<file path="config.mk">
export PLATFORM = sky130hd
export DESIGN_NAME = instr_encoder
export DESIGN_NICKNAME = d
export VERILOG_FILES = /design/src/rtl/rv_enc_pkg.sv /design/src/rtl/instr_pack.sv /design/src/rtl/instr_encoder.sv
export SDC_FILE = /design/constraint.sdc
export NUM_CORES = 1
export LEC_CHECK = 0
export BUFFER_PORTS_ARGS = -buffer_cell sky130_fd_sc_hd__buf_4
export CORE_ASPECT_RATIO = 0.75
export CORE_MARGIN = 3
export CORE_UTILIZATION = 50
export DETAILED_ROUTE_END_ITERATION = 10
export PLACE_DENSITY = 0.88
export SLEW_MARGIN = 20
export SYNTH_ARGS = -nofsm -noshare
export SYNTH_HDL_FRONTEND = slang
export SYNTH_HIERARCHICAL = 1
export SYNTH_SLANG_ARGS = --single-unit
</file>
<file path="constraint.sdc">
create_clock -name clk -period 2.1 [get_ports clk]
set_clock_uncertainty 0.1 [all_clocks]
set_input_delay 0.42 -clock clk [delete_from_list [all_inputs] [get_ports clk]]
set_output_delay 0.42 -clock clk [all_outputs]
set_load 0.05 [all_outputs]
</file>
<file path="src/rtl/rv_enc_pkg.sv">
// Shared constants for the RV32I instruction encoder.
//   - opcode constants for the supported formats
//   - request class coding (same coding as the decoder's ALUOP field)
//   - encoder FSM state type
package rv_enc_pkg;

    localparam logic [6:0] OP_R   = 7'b0110011;
    localparam logic [6:0] OP_I   = 7'b0010011;
    localparam logic [6:0] OP_LUI = 7'b0110111;

    localparam logic [1:0] CLS_BAD = 2'b00;
    localparam logic [1:0] CLS_LUI = 2'b01;
    localparam logic [1:0] CLS_R   = 2'b10;
    localparam logic [1:0] CLS_I   = 2'b11;

    typedef enum logic [1:0] {
        IDLE = 2'd0,
        RUN  = 2'd1,
        DONE = 2'd2
    } enc_state_e;

endpackage

</file>
<file path="src/rtl/instr_pack.sv">
// Combinational RV32I packer: instruction fields + class in, 32-bit word out.
// Ports:
//   cls_i              request class (CLS_R / CLS_I / CLS_LUI / CLS_BAD)
//   rd_i, rs1_i, rs2_i register fields
//   funct3_i, funct7_i function fields
//   imm_i              I-type uses [11:0], LUI uses [19:0]
//   word_o             packed instruction (zero for an invalid class)
//   valid_o            class is one of the supported formats
module instr_pack
    import rv_enc_pkg::*;
(
    input  logic [1:0]  cls_i,
    input  logic [4:0]  rd_i,
    input  logic [4:0]  rs1_i,
    input  logic [4:0]  rs2_i,
    input  logic [2:0]  funct3_i,
    input  logic [6:0]  funct7_i,
    input  logic [19:0] imm_i,
    output logic [31:0] word_o,
    output logic        valid_o
);

    always_comb begin
        word_o  = 32'h0;
        valid_o = 1'b1;
        case (cls_i)
            CLS_R:   word_o = {funct7_i, rs2_i, rs1_i, funct3_i, rd_i, OP_R};
            CLS_I:   word_o = {imm_i[11:0], rs1_i, funct3_i, rd_i, OP_I};
            CLS_LUI: word_o = {imm_i, rd_i, OP_LUI};
            default: valid_o = 1'b0;
        endcase
    end

endmodule

</file>
<file path="src/rtl/instr_encoder.sv">
// Field-level instruction requests -> RV32I words written sequentially into
// instruction memory through a one-entry output register.
// Ports:
//   clk, rst_n                 clock, async active-low reset
//   start                      pulse: clear address/count/err, begin session
//   in_valid/in_ready          request handshake
//   in_class..in_imm, in_last  request fields, final-request marker
//   imem_we/imem_ready         write handshake; imem_addr/imem_wdata payload
//   busy, done, err            status (err sticky per session)
//   word_count                 words written this session
module instr_encoder
    import rv_enc_pkg::*;
#(
    parameter int ADDR_W    = 8,
    parameter int MEM_DEPTH = 256
) (
    input  logic              clk,
    input  logic              rst_n,
    input  logic              start,
    input  logic              in_valid,
    output logic              in_ready,
    input  logic [1:0]        in_class,
    input  logic [4:0]        in_rd,
    input  logic [4:0]        in_rs1,
    input  logic [4:0]        in_rs2,
    input  logic [2:0]        in_funct3,
    input  logic [6:0]        in_funct7,
    input  logic [19:0]       in_imm,
    input  logic              in_last,
    output logic              imem_we,
    output logic [ADDR_W-1:0] imem_addr,
    output logic [31:0]       imem_wdata,
    input  logic              imem_ready,
    output logic              busy,
    output logic              done,
    output logic              err,
    output logic [ADDR_W:0]   word_count
);

    localparam logic [ADDR_W-1:0] LAST_ADDR = ADDR_W'(MEM_DEPTH - 1);

    enc_state_e        state_q, state_d;
    logic [ADDR_W-1:0] addr_q, addr_d;
    logic [ADDR_W:0]   cnt_q, cnt_d;
    logic [31:0]       wdata_q, wdata_d;
    logic              we_q, we_d;
    logic              err_q, err_d;
    logic              done_q, done_d;
    logic              stop_q, stop_d;   // last/full word accepted
    logic              fin_q, fin_d;     // pending word ends the session

    logic [31:0]       pk_word;
    logic              pk_valid;
    logic              accept, wr_done, final_word;
    logic [ADDR_W-1:0] slot;

    instr_pack u_pack (
        .cls_i    (in_class),
        .rd_i     (in_rd),
        .rs1_i    (in_rs1),
        .rs2_i    (in_rs2),
        .funct3_i (in_funct3),
        .funct7_i (in_funct7),
        .imm_i    (in_imm),
        .word_o   (pk_word),
        .valid_o  (pk_valid)
    );

    // start wins over a same-cycle request, so it is not handshaken.
    assign in_ready = (state_q == RUN) & ~start & ~stop_q & (~we_q | imem_ready);
    assign accept   = in_valid & in_ready;
    assign wr_done  = we_q & imem_ready;

    // Address the accepted word will land at: one past a word that is
    // completing this cycle, otherwise the current address.
    assign slot       = addr_q + ADDR_W'(we_q);
    assign final_word = in_last | (pk_valid & (slot == LAST_ADDR));

    always_comb begin
        state_d = state_q;
        addr_d  = addr_q;
        cnt_d   = cnt_q;
        wdata_d = wdata_q;
        we_d    = we_q;
        err_d   = err_q;
        done_d  = done_q;
        stop_d  = stop_q;
        fin_d   = fin_q;
        if (start) begin
            state_d = RUN;
            addr_d  = '0;
            cnt_d   = '0;
            we_d    = 1'b0;
            err_d   = 1'b0;
            done_d  = 1'b0;
            stop_d  = 1'b0;
            fin_d   = 1'b0;
        end else if (state_q == RUN) begin
            if (wr_done) begin
                cnt_d = cnt_q + 1'b1;
                we_d  = 1'b0;
                // Saturate at the top word: the address never wraps.
                if (addr_q != LAST_ADDR) addr_d = addr_q + 1'b1;
                if (fin_q) begin
                    state_d = DONE;
                    done_d  = 1'b1;
                    fin_d   = 1'b0;
                end
            end
            if (accept) begin
                stop_d = final_word;
                if (pk_valid) begin
                    we_d    = 1'b1;
                    wdata_d = pk_word;
                    fin_d   = final_word;
                end else begin
                    err_d = 1'b1;
                    // Invalid last request ends the session without a write.
                    if (in_last) begin
                        state_d = DONE;
                        done_d  = 1'b1;
                    end
                end
            end
        end
    end

    always_ff @(posedge clk or negedge rst_n) begin
        if (!rst_n) begin
            state_q <= IDLE;
            addr_q  <= '0;
            cnt_q   <= '0;
            wdata_q <= '0;
            we_q    <= 1'b0;
            err_q   <= 1'b0;
            done_q  <= 1'b0;
            stop_q  <= 1'b0;
            fin_q   <= 1'b0;
        end else begin
            state_q <= state_d;
            addr_q  <= addr_d;
            cnt_q   <= cnt_d;
            wdata_q <= wdata_d;
            we_q    <= we_d;
            err_q   <= err_d;
            done_q  <= done_d;
            stop_q  <= stop_d;
            fin_q   <= fin_d;
        end
    end

    assign imem_we    = we_q;
    assign imem_addr  = addr_q;
    assign imem_wdata = wdata_q;
    assign busy       = (state_q == RUN);
    assign done       = done_q;
    assign err        = err_q;
    assign word_count = cnt_q;

endmodule

</file>
# Word level (Yosys, flattened, before mapping)
# Index checks and enable logic that the tools add are counted.
[word_totals] reg_bits=56 latchBits=0 mem_bits_rw=0 rom_bits=0 in_bits=53 out_inout_bits=54 mem_count=0
[op_classes] n_addsub=3 mul=0 n_div=0 magnitude_cmp=0 eq_ne=7 shift=0 n_mux=40 bitwise_logic=11 n_reduce_logical=10
[op_table] op="32-bit one-hot mux with 3 select lines" n=1
[op_table] op="8-bit 2-to-1 mux" n=4
[op_table] op="9-bit 2-to-1 mux" n=3
[op_table] op="1-bit 2-to-1 mux" n=25
[op_table] op="2-bit 2-to-1 mux" n=7
[op_table] op="9-bit by 1-bit adder with 9-bit output (second input constant)" n=1
[op_table] op="8-bit by 1-bit adder with 8-bit output" n=1
[op_table] op="8-bit by 1-bit adder with 8-bit output (second input constant)" n=1
[op_table] op="8-bit equality test (second input constant)" n=1
[op_table] op="8-bit != test (second input constant)" n=1
[op_table] op="2-bit nonzero test" n=4
[op_table] op="1-bit bitwise AND" n=6
[op_table] op="3-bit AND reduction" n=2
[op_table] op="2-bit by 1-bit equality test with 1-bit output (second input constant)" n=2
[op_table] op="2-bit equality test (second input constant)" n=2
[op_table] op="2-bit AND reduction" n=2
[op_table] op="4-bit AND reduction" n=1
[op_table] op="1-bit NOT" n=3
[op_table] op="3-bit OR reduction" n=1
[op_table] op="2-bit != test (second input constant)" n=1
[op_table] op="1-bit bitwise OR" n=2

# Logic depth before layout (Yosys ltp)
# Gate-level depths: netlist of the first run.
[logic_depth] ltp_word=9 ltp_mapped=10 mapped_depth_nobuf=7

# By module
# Netlist of the first run, hierarchy kept.
[by_module_without_submodules] module="instr_encoder" n_inst=1 cells_per_inst=214 area_per_inst_um2=2587.5 seq_area_each_um2=1401.3
[by_module_without_submodules] module="instr_pack" n_inst=1 cells_per_inst=76 area_per_inst_um2=483.0 seq_area_each_um2=0.0

# Worst setup path before layout of the first run
# No wires, ideal clock.
[synth_path] kind="reg2reg" startpoint="register state_q[1]" endpoint="register wdata_q[0] (netlist: imem_wdata[0])" arrival_ns=2.171 slack_ns=-0.295 stages_incl_launch_ff=6 path_buffers=2 period_less_slack_ns=2.395 cell_sequence="dfrtp_1 -> nor2b_1 -> and3_1 -> buf_4 -> buf_4 -> mux2_2"
[synth_via] elab_chain_len=6
[synth_lines] element="start, declared" line="instr_encoder.sv:42" source="enc_state_e state_q, state_d;"
[synth_lines] element="start signal, assigned" line="instr_encoder.sv:140" source="state_q <= state_d;"
[synth_lines] element="2-bit by 1-bit equality test with 1-bit output (*)"
[synth_lines] element="net busy" line="instr_encoder.sv:34" source="output logic busy,"
[synth_lines] element="1-bit bitwise AND (3 in series)" line="instr_encoder.sv:70" source="assign in_ready = (state_q == RUN) & ~start & ~stop_q & (~we_q | imem_ready);"
[synth_lines] element="1-bit bitwise AND" line="instr_encoder.sv:71" source="assign accept = in_valid & in_ready;"
[synth_lines] element="4-bit AND reduction (no line) (*)"
[synth_lines] element="end signal, assigned" line="instr_encoder.sv:143" source="wdata_q <= wdata_d;"
[synth_lines] element="end, declared" line="instr_encoder.sv:45" source="logic [31:0] wdata_q, wdata_d;"
# The timed path passes the listed nets; every way through them passes the cells marked *.
# A chain may end at the register's enable or synchronous reset.

# Final worst setup path of the first run
[layout_path] startpoint="register stop_q" endpoint="output in_ready"
[layout_via] elab_chain_len=3
[layout_lines] element="start, declared" line="instr_encoder.sv:49" source="logic stop_q, stop_d;"
[layout_lines] element="start signal, assigned" line="instr_encoder.sv:147" source="stop_q <= stop_d;"
[layout_lines] element="1-bit NOT" line="instr_encoder.sv:70"
[layout_lines] element="1-bit bitwise AND (2 in series)" line="instr_encoder.sv:70"
[layout_lines] element="end, declared" line="instr_encoder.sv:21" source="output logic in_ready,"
# Every way passes these cells.

==> key figures, run 1 <==
Die
  – Die H: approximately 74 µm
  – Core ar.: 5890 µm²
  – Die span in x: a little under 100 µm
  – Num rows: 24
  – Initial Util: between 50% and 60%
  – Full die area: ~7100 µm²
  – # IOs: ~110

Synthesis
  – Asr flop ratio synth: 100%
  – Top FF cell, synth: dfrtp_1
  – Seq/Total Area, Yosys: a little under half
  – Most common cell in the synthesized netlist: dfrtp_1
  – EDFF count, synth: 0
  – Post-Synth Adder-Cell Area: 3.67%
  – Yosys reg bits: between 50 and 60
  – Cell variety after synth: 53
  – Synthesized area: approximately 3000 µm²
  – Synth Area in Simple Gates: 15.0%
  – Syn avg cell area: approximately 11 µm²
  – Commonest cells post-synth: dfrtp_1, mux2_2, nor2_1
  – Post-synthesis mux area share: 13.1%
  – Biggest area consumer among synthesized cells: dfrtp_1
  – Share of the synthesized area in the top cell type: between 40% and 50%
  – Synth Area in Compound Gates: between 10% and 20%
  – Combinational family with the most area after synthesis: simple AND/OR/NAND/NOR gates
  – Top cells by area, synth: dfrtp_1, mux2_2, a222oi_1
  – Mapped Cells: 290
  – Syn. warnings: 6
  – XOR/XNOR Fraction of Synth Area: around 2%

Critical path
  – Reg-to-Reg Start: stop_q
  – Worst path required time: about 1.6 ns
  – Critical Path End Type: output pin
  – Critical path class: reg -> out
  – Crit path launch type: flop
  – Reg2reg end: imem_wdata[9]
  – Worst Path Buf+Inv: 1
  – CP max-delay cell: or4b_4
  – CP delay by family, top: simple AND/OR/NAND/NOR gates
  – Cells on worst reg2reg path: 6
  – R2R Setup Slk: about 0.12 ns
  – Worst Path Arrival: approximately 1.5 ns
  – Crit-path cells: or4b_4 -> nor2_4 -> buf_8
  – Worst-path maximum fanout: 2
  – CP peak stage delay: between 0.5 and 0.6 ns

STA
  – WHS: between 0.04 and 0.05 ns
  – Worst Max-Slew Pin Slew: just over 0.7 ns
  – Slew Viols, Final: 0
  – Period utilisation layout: between 90% and 100%
  – Unrepaired setup endpoints after global routing: false
  – Setup Total Neg Slack: 0 ns
  – Slew headroom: 52.2%
  – Fin. Hold Viols: 0
  – Post-route minimum period: about 2.0 ns
  – Final setup fails: 0
  – Max Fclk: roughly 500 MHz

Layout
  – Area of the multi-input gates: 1510 µm²
  – Fill cells: about 440
  – Total Nets Final: approximately 460
  – # diodes: 0
  – Area growth syn-to-layout: 34.4%
  – Sequential Area: 1410 µm²
  – Share of cells above drive strength 1: 45.5%

Flow run
  – Max Cap Viol: 0

Route
  – Vias: about 2700
  – Avg WL per Cell: 16.3 µm
  – Detailed Routing Iterations Pass 1: 8
  – DR vias/cell: around 5.6
  – DRC Markers: 0
  – Drt total wl: slightly below 8000 µm
  – Antenna viol nets, final: 0
  – Initial drt markers: 203

Global routing
  – Pin count of the biggest net entering global routing: 57
  – Antenna violations before repair: 0
  – Total gr overflow: 0
  – Total track usage: a little under a quarter
  – First-pass GRT wire length: approximately 13000 µm
  – Vias in the first global route: roughly 2600

Pwr
  – Power Total: 3.35 mW
  – LEAKAGE: between 1.5 and 2 nW
  – Pwr dens: 812 nW/µm²
  – Max VDD drop: a little under 0.6 mV

Placed design
  – IO buf count: between 100 and 150
  – Final Wtd Congestion: 0.902
  – Final HPWL DP: about 5900 µm

Clock network
  – # H-tree levels: 2
  – Clock slew seen by the registers of the worst setup and hold paths: about 0.090 ns
  – Sink Count: 56
  – CTS root buf: clkbuf_8
  – Hold buffer count at cts: 0
  – CTS tree: yes
  – Worst-Skew Late Latency: approximately 0.30 ns
  – CTS buffer count: 5
  – Clock buffer depth: 2

Run status
  – Status: finished, final reports clean

Hold path
  – HP Class: in -> async
[area by class of cell]
| class | count | share of cell area [%] |
|---|---|---|
| sequential | 56 | 34.1 |
| inverter | 7 | 0.697 |
| tap | 78 | 2.37 |
| clock inverter | 1 | 0.212 |
| multi-input combinational | 204 | 36.6 |
| timing repair buffer | 128 | 24.1 |
| clock buffer | 6 | 2.00 |
[registers in the layout, summed over array words and instances (netlist names)]
register,cells
imem_wdata,32
word_count,9
imem_addr,8
state_q,2
done,1
err,1
fin_q,1
imem_we,1
stop_q,1
[report_power, final]
group / leakage, nW / switching [mW] / internal, mW
registers: 0.726 / 0.101 / 1.24
logic: 1.21 / 0.898 / 0.512
clock network: 0.0473 / 0.333 / 0.264
total: 1.99 / 1.33 / 2.02
[layer usage]
metal	vias up	share of wire, %	global-route usage [%]	routed length (µm)
li1	1279	-	-	-
met1	1309	43	31.7	3330
met2	97	49	35.9	3830
met3	20	5.6	5.32	436
met4	0	2.8	6.38	215
met5	-	0	0	0
[per-stage QoR]
step                cells  utilization [%]  cell area, µm²  setup WS [ns]
finish                480             70.1            4130         0.0722
global route          480             70.1            4130         0.0203
CTS                   478             69.8            4110        0.00159
detailed placement    469             67.8            3990        -0.0443
global placement      469             67.8            3990        -0.0399
floorplan             291                -            3120       0.000384
[timing repair]
item / 4_1_cts / 5_1_grt
buffers inserted: 2 / 2
setup endpoints to repair: 1 / 1
pin swaps: 0 / 2
endpoints found under the hold margin: 0 / 0
resized for setup: 3 / 2
[kinds of logic after synthesis]
logic type                 after synthesis
buffers and inverters                   31
AOI/OAI and AO/OA                       63
other                                    1
DFF                                     56
and+or+nand+nor                         87
muxes                                   36
adders and majority gates                9
xor gates and xnor gates                 7
[worst max-delay path by stage]
stage                             from        endpoint  cells past startpoint
after floorplan           imem_addr[1]    imem_addr[0]                      5
after global placement     in_class[1]  imem_wdata[20]                      6
after detailed placement   in_class[1]  imem_wdata[28]                      6
after CTS                   state_q[1]        in_ready                      3
after global routing            stop_q        in_ready                      3
final                           stop_q        in_ready                      3
[cells in the final DEF, fill, tap and decap left out, types with 3 or more instances in the layout]
cell,count
o21ai_0,11
mux2_2,34
dfrtp_1,53
a222oi_1,12
a31oi_1,5
nor4_1,3
and3_1,3
inv_1,6
nor2_1,31
xor2_1,5
o21ai_1,4
o2111ai_1,3
a21oi_1,13
clkbuf_8,6
dfrtp_2,3
buf_4,125
nand3_1,6
nand4_1,4
ha_1,9
nand2_1,14
and2_1,5
(Power assumes the default switching activity.)
==> run 2, diff against run 1 <==
Settings changed: RECOVER_POWER set to 50.
==> key figures, run 2 (synthesized netlist as in run 1, its figures left out) <==
Layout
  – Max reg flops: 32 (unchanged)
  – Final Core Density: 68.3% (was 70.1%)
  – Sequential Area: 1410 µm² (unchanged)
  – Most frequent cells in the layout: buf_4, dfrtp_1, mux2_2 (unchanged)
  – Total Nets Final: 464 (unchanged)
  – # diodes: 0 (unchanged)
  – Fill cells: 474 (was 443)
  – Share of cells above drive strength 1: 38.8% (was 45.5%)
  – Commonest non-fill, non-tap cell in the layout: buf_4 (unchanged)
  – Finished Cell Area: 4020 µm² (was 4130 µm²)
  – Area of the multi-input gates: 1510 µm² (unchanged)
  – Area growth syn-to-layout: 31.0% (was 34.4%)

Die
  – Num rows: 24 (unchanged)
  – Die span in x: 96.5 µm (unchanged)
  – Core ar.: 5890 µm² (unchanged)
  – Die H: 73.9 µm (unchanged)
  – # IOs: 107 (unchanged)
  – Initial Util: 52.2% (unchanged)
  – Full die area: 7130 µm² (unchanged)

Hold path
  – HP Class: in -> reg (was in -> async)

STA
  – Max Fclk: 491 MHz (was 493 MHz)
  – Worst Max-Slew Pin Slew: 1.38 ns (was 0.717 ns)
  – Slew Viols, Final: 0 (unchanged)
  – Post-route minimum period: 2.04 ns (was 2.03 ns)
  – Period utilisation layout: 97.1% (was 96.6%)
  – Setup Total Neg Slack: 0 ns (unchanged)
  – Unrepaired setup endpoints after global routing: false (unchanged)
  – WHS: 0.305 ns (was 0.0497 ns)
  – Final setup fails: 0 (unchanged)
  – Slew headroom: 8.27% (was 52.2%)
  – Fin. Hold Viols: 0 (unchanged)

Pwr
  – Pwr dens: 809 nW/µm² (was 812 nW/µm²)
  – LEAKAGE: 1.88 nW (was 1.99 nW)
  – Max VDD drop: 0.573 mV (was 0.591 mV)
  – Sw Pwr: 1.34 mW (was 1.33 mW)
  – Clock share of power: 18.6% (was 17.8%)
  – Part of the power in registers: 41.1% (was 40.1%)
  – Combinational share of power: 40.3% (was 42.1%)
  – P_int: 1.92 mW (was 2.02 mW)
  – Switching Share: 41.1% (was 39.8%)

Route
  – Detailed Routing Iterations Pass 1: 8 (unchanged)
  – Initial drt markers: 232 (was 203)
  – Vias: 2703 (was 2705)
  – Avg WL per Cell: 16.4 µm (was 16.3 µm)
  – Antenna viol nets, final: 0 (unchanged)
  – DR vias/cell: 5.63 (was 5.64)
  – DRC Markers: 0 (unchanged)
  – Drt total wl: 7880 µm (was 7810 µm)

Clock network
  – CTS buffer count: 5 (unchanged)
  – Clock slew seen by the registers of the worst setup and hold paths: 0.09 ns (about the same)
  – # H-tree levels: 2 (unchanged)
  – CTS root buf: clkbuf_8 (unchanged)
  – Clock buffer depth: 2 (unchanged)
  – Hold buffer count at cts: 0 (unchanged)
  – Worst-Skew Late Latency: 0.30 ns (about the same)
  – CTS tree: yes (unchanged)
  – Sink Count: 56 (unchanged)

Global routing
  – First-pass GRT wire length: 12600 µm (unchanged)
  – Vias in the first global route: 2615 (unchanged)
  – Total track usage: 22.8% (unchanged)
  – Pin count of the biggest net entering global routing: 57 (unchanged)
  – Antenna violations before repair: 0 (unchanged)
  – Total gr overflow: 0 (unchanged)

Critical path
  – Worst-path maximum fanout: 2 (unchanged)
  – Critical path class: reg -> out (unchanged)
  – Crit path from: stop_q (unchanged)
  – Crit path to: in_ready (unchanged)
  – Reg-to-Reg Start: stop_q (unchanged)
  – Reg2reg end: imem_wdata[9] (unchanged)
  – Worst Path Arrival: 1.52 ns (was 1.51 ns)
  – Critical Path End Type: output pin (unchanged)
  – R2R Setup Slk: 0.11 ns (was 0.12 ns)
  – Worst path required time: 1.58 ns (about the same)
  – Crit path launch type: flop (unchanged)
  – Cells on worst reg2reg path: 6 (unchanged)

Run status
  – Status: finished, final reports clean (unchanged)

Placed design
  – IO buf count: 106 (unchanged)
  – Final HPWL DP: 5890 µm (unchanged)
  – Dpl cell area: 3990 µm² (unchanged)
  – Final Wtd Congestion: 0.902 (unchanged)

Flow run
  – Max Cap Viol: 0 (unchanged)
run 2: cell count changes in the layout (fill, tap and decap cells not counted), sizes merged:
cell    before  now
buf        128  100
clkbuf       6   34
run 2: power groups by stage:
stage	clock (mW)	sequential, mW	combinational [mW]
finish	0.604	1.34	1.31
global route	0.666	1.36	1.38
CTS	0.613	1.34	1.41
detailed placement	0	1.36	1.40
global placement	0	1.36	1.37
floorplan	0	1.93	0.347
run 2: layer usage:
metal	vias to the layer above	global-route usage, %	wire length (µm)
met3	22	5.32	434
li1	1282	-	-
met5	-	0	0
met4	0	6.38	218
met2	97	35.9	3840
met1	1302	31.7	3390
run 2: what timing repair did:
action | CTS | global route
gates resized for setup | 3 | 2
endpoints found under the setup margin | 1 | 1
setup buffers | 2 | 2
pin swaps | 0 | 2
run 2: worst min path at each step:
stage	start	endpoint	slack, ns	cells past startpoint
after floorplan	rst_n	done	0.02	0
after global placement	imem_wdata[23]	imem_wdata[23]	0.39	1
after detailed placement	imem_wdata[10]	imem_wdata[10]	0.40	1
after CTS	rst_n	imem_wdata[29]	0.08	1
after global routing	in_rd[0]	imem_wdata[7]	0.32	3
final	in_last	stop_q	0.30	3
run 2: per-stage QoR:
stage                     power, mW  worst slack [ns]  std cells
after global placement         2.73           -0.0399        469
after global routing           3.41            0.0203        480
final                          3.25            0.0619        480
after CTS                      3.37           0.00159        478
after detailed placement       2.76           -0.0443        469
after floorplan                2.27          0.000384        291
run 2: layout make-up:
class                           instances  share of cell area [%]
Timing Repair Buffer                  128                    22.1
Multi-Input combinational cell        204                    37.5
Sequential cell                        56                    34.9
Tap cell                               78                    2.43
Inverter                                7                   0.715
Clock buffer                            6                    2.05
Clock inverter                          1                   0.218
run 2: critical path, stage by stage (launching register included):
cell     delay [ns]
dfrtp_1        0.40
or4b_4         0.55
nor2_4         0.12
buf_8          0.15
==> run 3, diff against run 2 <==
Settings changed: BUFFER_PORTS_ARGS -buffer_cell sky130_fd_sc_hd__buf_4 to -buffer_cell sky130_fd_sc_hd__buf_2, CORE_UTILIZATION 50 to 49, SYNTH_HIERARCHICAL 1 to unset.
==> key figures, run 3 <==
Run status
  – Status: finished, final reports clean (unchanged)

Layout
  – Share of cells above drive strength 1: 33.7% (was 38.8%)
  – Most frequent cells in the layout: buf_2, dfrtp_1, clkbuf_1 (was buf_4, dfrtp_1, mux2_2)
  – Total Nets Final: 432 (was 464)
  – Commonest non-fill, non-tap cell in the layout: buf_2 (was buf_4)
  – Area growth syn-to-layout: 28.3% (was 31.0%)
  – Final Core Density: 68.1% (was 68.3%)
  – Max reg flops: 28 (was 32)
  – Cell Count, Final, Fillers Out: 443 (was 480)
  – Finished Cell Area: 3490 µm² (was 4020 µm²)
  – # diodes: 0 (unchanged)

STA
  – Max Fclk: 478 MHz (was 491 MHz)
  – Fin. Hold Viols: 0 (unchanged)
  – Unrepaired setup endpoints after global routing: true (was false)
  – Worst Max-Slew Pin Slew: 1.35 ns (was 1.38 ns)
  – Period utilisation layout: 99.6% (was 97.1%)
  – WHS: 0.268 ns (was 0.305 ns)
  – Final setup fails: 0 (unchanged)
  – Slew headroom: 10.0% (was 8.27%)
  – Final setup margin: 0.00767 ns (was 0.0619 ns)
  – Slew Viols, Final: 0 (unchanged)
  – Post-route minimum period: 2.09 ns (was 2.04 ns)

Critical path
  – CP max-delay cell: dfrtp_1 (was or4b_4)
  – Critical Path End Type: output pin (unchanged)
  – Worst-path maximum fanout: 4 (was 2)
  – Cells on worst reg2reg path: 4 (was 6)
  – Worst path required time: 1.58 ns (about the same)
  – Worst Path Buf+Inv: 2 (was 1)
  – Worst Path Arrival: 1.57 ns (was 1.52 ns)
  – Critical path class: reg -> out (unchanged)
  – Crit path from: state_q[1] (was stop_q)
  – Reg-to-Reg Start: state_q[1] (was stop_q)
  – CP peak stage delay: 0.39 ns (was 0.55 ns)
  – Levels on crit path: 5 (was 3)
  – CP delay by family, top: simple AND/OR/NAND/NOR gates (unchanged)
  – Crit-path cells: and2b_4 -> buf_6 -> nor3b_4 -> and2_4 -> buf_8 (was or4b_4 -> nor2_4 -> buf_8)
  – Crit path launch type: flop (unchanged)

Die
  – Core ar.: 5120 µm² (was 5890 µm²)
  – Die H: 70.5 µm (was 73.9 µm)
  – Full die area: 6480 µm² (was 7130 µm²)
  – # IOs: 107 (unchanged)
  – Die span in x: 92.0 µm (was 96.5 µm)
  – Num rows: 22 (was 24)
  – Initial Util: 53.1% (was 52.2%)

Route
  – Avg WL per Cell: 17.0 µm (was 16.4 µm)
  – Drt total wl: 7510 µm (was 7880 µm)
  – DRC Markers: 0 (unchanged)
  – Initial drt markers: 295 (was 232)
  – Antenna viol nets, final: 0 (unchanged)
  – DR vias/cell: 5.76 (was 5.63)
  – Detailed Routing Iterations Pass 1: 8 (unchanged)
  – Vias: 2553 (was 2703)

Hold path
  – HP Class: in -> reg (unchanged)
  – Hold wc startpoint: in_rd[3] (was in_last)
  – Number of stages on the worst hold path: 3 (unchanged)

Flow run
  – Max Cap Viol: 0 (unchanged)

Pwr
  – LEAKAGE: 1.67 nW (was 1.88 nW)
  – Part of the power in registers: 42.3% (was 41.1%)
  – Combinational share of power: 38.2% (was 40.3%)
  – Max VDD drop: 0.519 mV (was 0.573 mV)
  – Pwr dens: 839 nW/µm² (was 809 nW/µm²)
  – Switching Share: 42.7% (was 41.1%)
  – Clock share of power: 19.5% (was 18.6%)
  – P_int: 1.67 mW (was 1.92 mW)
  – Sw Pwr: 1.25 mW (was 1.34 mW)

Clock network
  – # H-tree levels: 2 (unchanged)
  – Clock buffer depth: 2 (unchanged)
  – Sink Count: 52 (was 56)
  – Hold buffer count at cts: 0 (unchanged)
  – CTS buffer count: 5 (unchanged)
  – Worst-Skew Late Latency: 0.31 ns (was 0.30 ns)
  – CTS root buf: clkbuf_8 (unchanged)
  – CTS tree: yes (unchanged)
  – Clock slew seen by the registers of the worst setup and hold paths: 0.10 ns (was 0.09 ns)

Synthesis
  – Syn. warnings: 0 (was 6)
  – Mapped Cells: 259 (was 290)
  – Seq/Total Area, Yosys: 47.9% (was 45.6%)
  – Top cells by area, synth: dfrtp_1, o31ai_1, a222oi_1 (was dfrtp_1, mux2_2, a222oi_1)
  – Biggest area consumer among synthesized cells: dfrtp_1 (unchanged)
  – Asr flop ratio synth: 100% (unchanged)
  – Cell variety after synth: 50 (was 53)
  – Most common cell in the synthesized netlist: dfrtp_1 (unchanged)
  – Top FF cell, synth: dfrtp_1 (unchanged)
  – EDFF count, synth: 0 (unchanged)
  – Yosys reg bits: 52 (was 56)
  – Syn avg cell area: 10.5 µm² (was 10.6 µm²)
  – Commonest cells post-synth: dfrtp_1, o31ai_1, nor2_1 (was dfrtp_1, mux2_2, nor2_1)
  – Synthesized area: 2720 µm² (was 3070 µm²)
  – Share of the synthesized area in the top cell type: 47.9% (was 45.6%)

Global routing
  – Total track usage: 23.0% (was 22.8%)
  – Antenna violations before repair: 0 (unchanged)
  – Total gr overflow: 0 (unchanged)
  – First-pass GRT wire length: 11900 µm (was 12600 µm)
  – Pin count of the biggest net entering global routing: 43 (was 57)
  – Vias in the first global route: 2377 (was 2615)

Placed design
  – Setup WS pre-CTS: -0.204 ns (was -0.0443 ns)
  – Placed cells: 432 (was 469)
  – Dpl cell area: 3380 µm² (was 3990 µm²)
  – IO buf count: 104 (was 106)
  – Final HPWL DP: 5600 µm (was 5890 µm)
  – Final Wtd Congestion: 0.847 (was 0.902)
## run 3: cell types whose count changed in the layout (fill, tap and decap cells not counted), sizes merged, moves of 3 or more
cell / before / now
o2111ai: 3 / 0
nor4: 3 / 0
o31ai: 1 / 18
nand2: 14 / 10
mux2: 34 / 10
a21oi: 13 / 10
o21ai: 15 / 26
a31oi: 5 / 1
nor2: 32 / 19
dfrtp: 56 / 52
a22o: 0 / 8
## run 3: path summary, 6_finish.rpt
path,slack [ns],endpoint
max,0.008,in_ready
max in group asynchronous,0.56,imem_wdata[11]
min reg2reg,0.39,imem_wdata[18]
min,0.27,imem_wdata[10]
min in group asynchronous,0.30,imem_addr[6]
max reg2reg,0.10,imem_wdata[17]
## run 3: layer usage
metal  share of wire, %  GRT usage [%]
met1                 43           32.8
met2                 46           34.9
met3                9.2           5.06
met4                1.6           7.41
met5                  0              0
## run 3: power by group through the flow
stage	Sequential (mW)	Clock, mW	Combinational (mW)
floorplan	1.74	0	0.297
global placement	1.24	0	1.10
detailed placement	1.25	0	1.12
CTS	1.23	0.584	1.15
global route	1.25	0.628	1.18
finish	1.24	0.571	1.12
## run 3: area by class of cell
cell class                      count  area, µm²
Clock buffer                        6       72.6
Clock inverter                      2       16.3
Fill cell                         428       1630
Inverter                            5       18.8
Multi-Input combinational cell    181       1330
Sequential cell                    52       1300
Tap cell                           72       90.1
Timing Repair Buffer              125        661
## run 3: worst register-to-register path, stage by stage, from the launching register on
cell     delay, ns
dfrtp_1       0.39
and2b_4       0.27
or4b_4        0.54
nor2_4        0.24
mux2_1        0.34
## run 3: logic make-up after synthesis
| group | after synthesis | synth area share, % |
|---|---|---|
| AOI/OAI and AO/OA | 87 | 22.6 |
| and+or+nand+nor | 61 | 12.5 |
| DFF | 52 | 47.9 |
| buffers and inverters | 28 | 4.97 |
| muxes | 11 | 4.51 |
| xor gates and xnor gates | 10 | 3.22 |
| adders and majority gates | 9 | 4.15 |
| other | 1 | 0.138 |
## run 3: timing repair
action,CTS,global route
setup endpoints to repair,1,17
pin swaps,0,2
gates cloned,0,1
resized for setup,6,3
endpoints found under the hold margin,0,0
buffers inserted,2,0
## run 3: stage by stage
stage	setup TNS, ns	total power [mW]
3_5_place_dp	-4.58	2.37
4_1_cts	0	2.96
5_1_grt	-0.0488	3.06
6_report	0	2.92
2_1_floorplan	-0.181	2.04
3_3_place_gp	-3.25	2.34
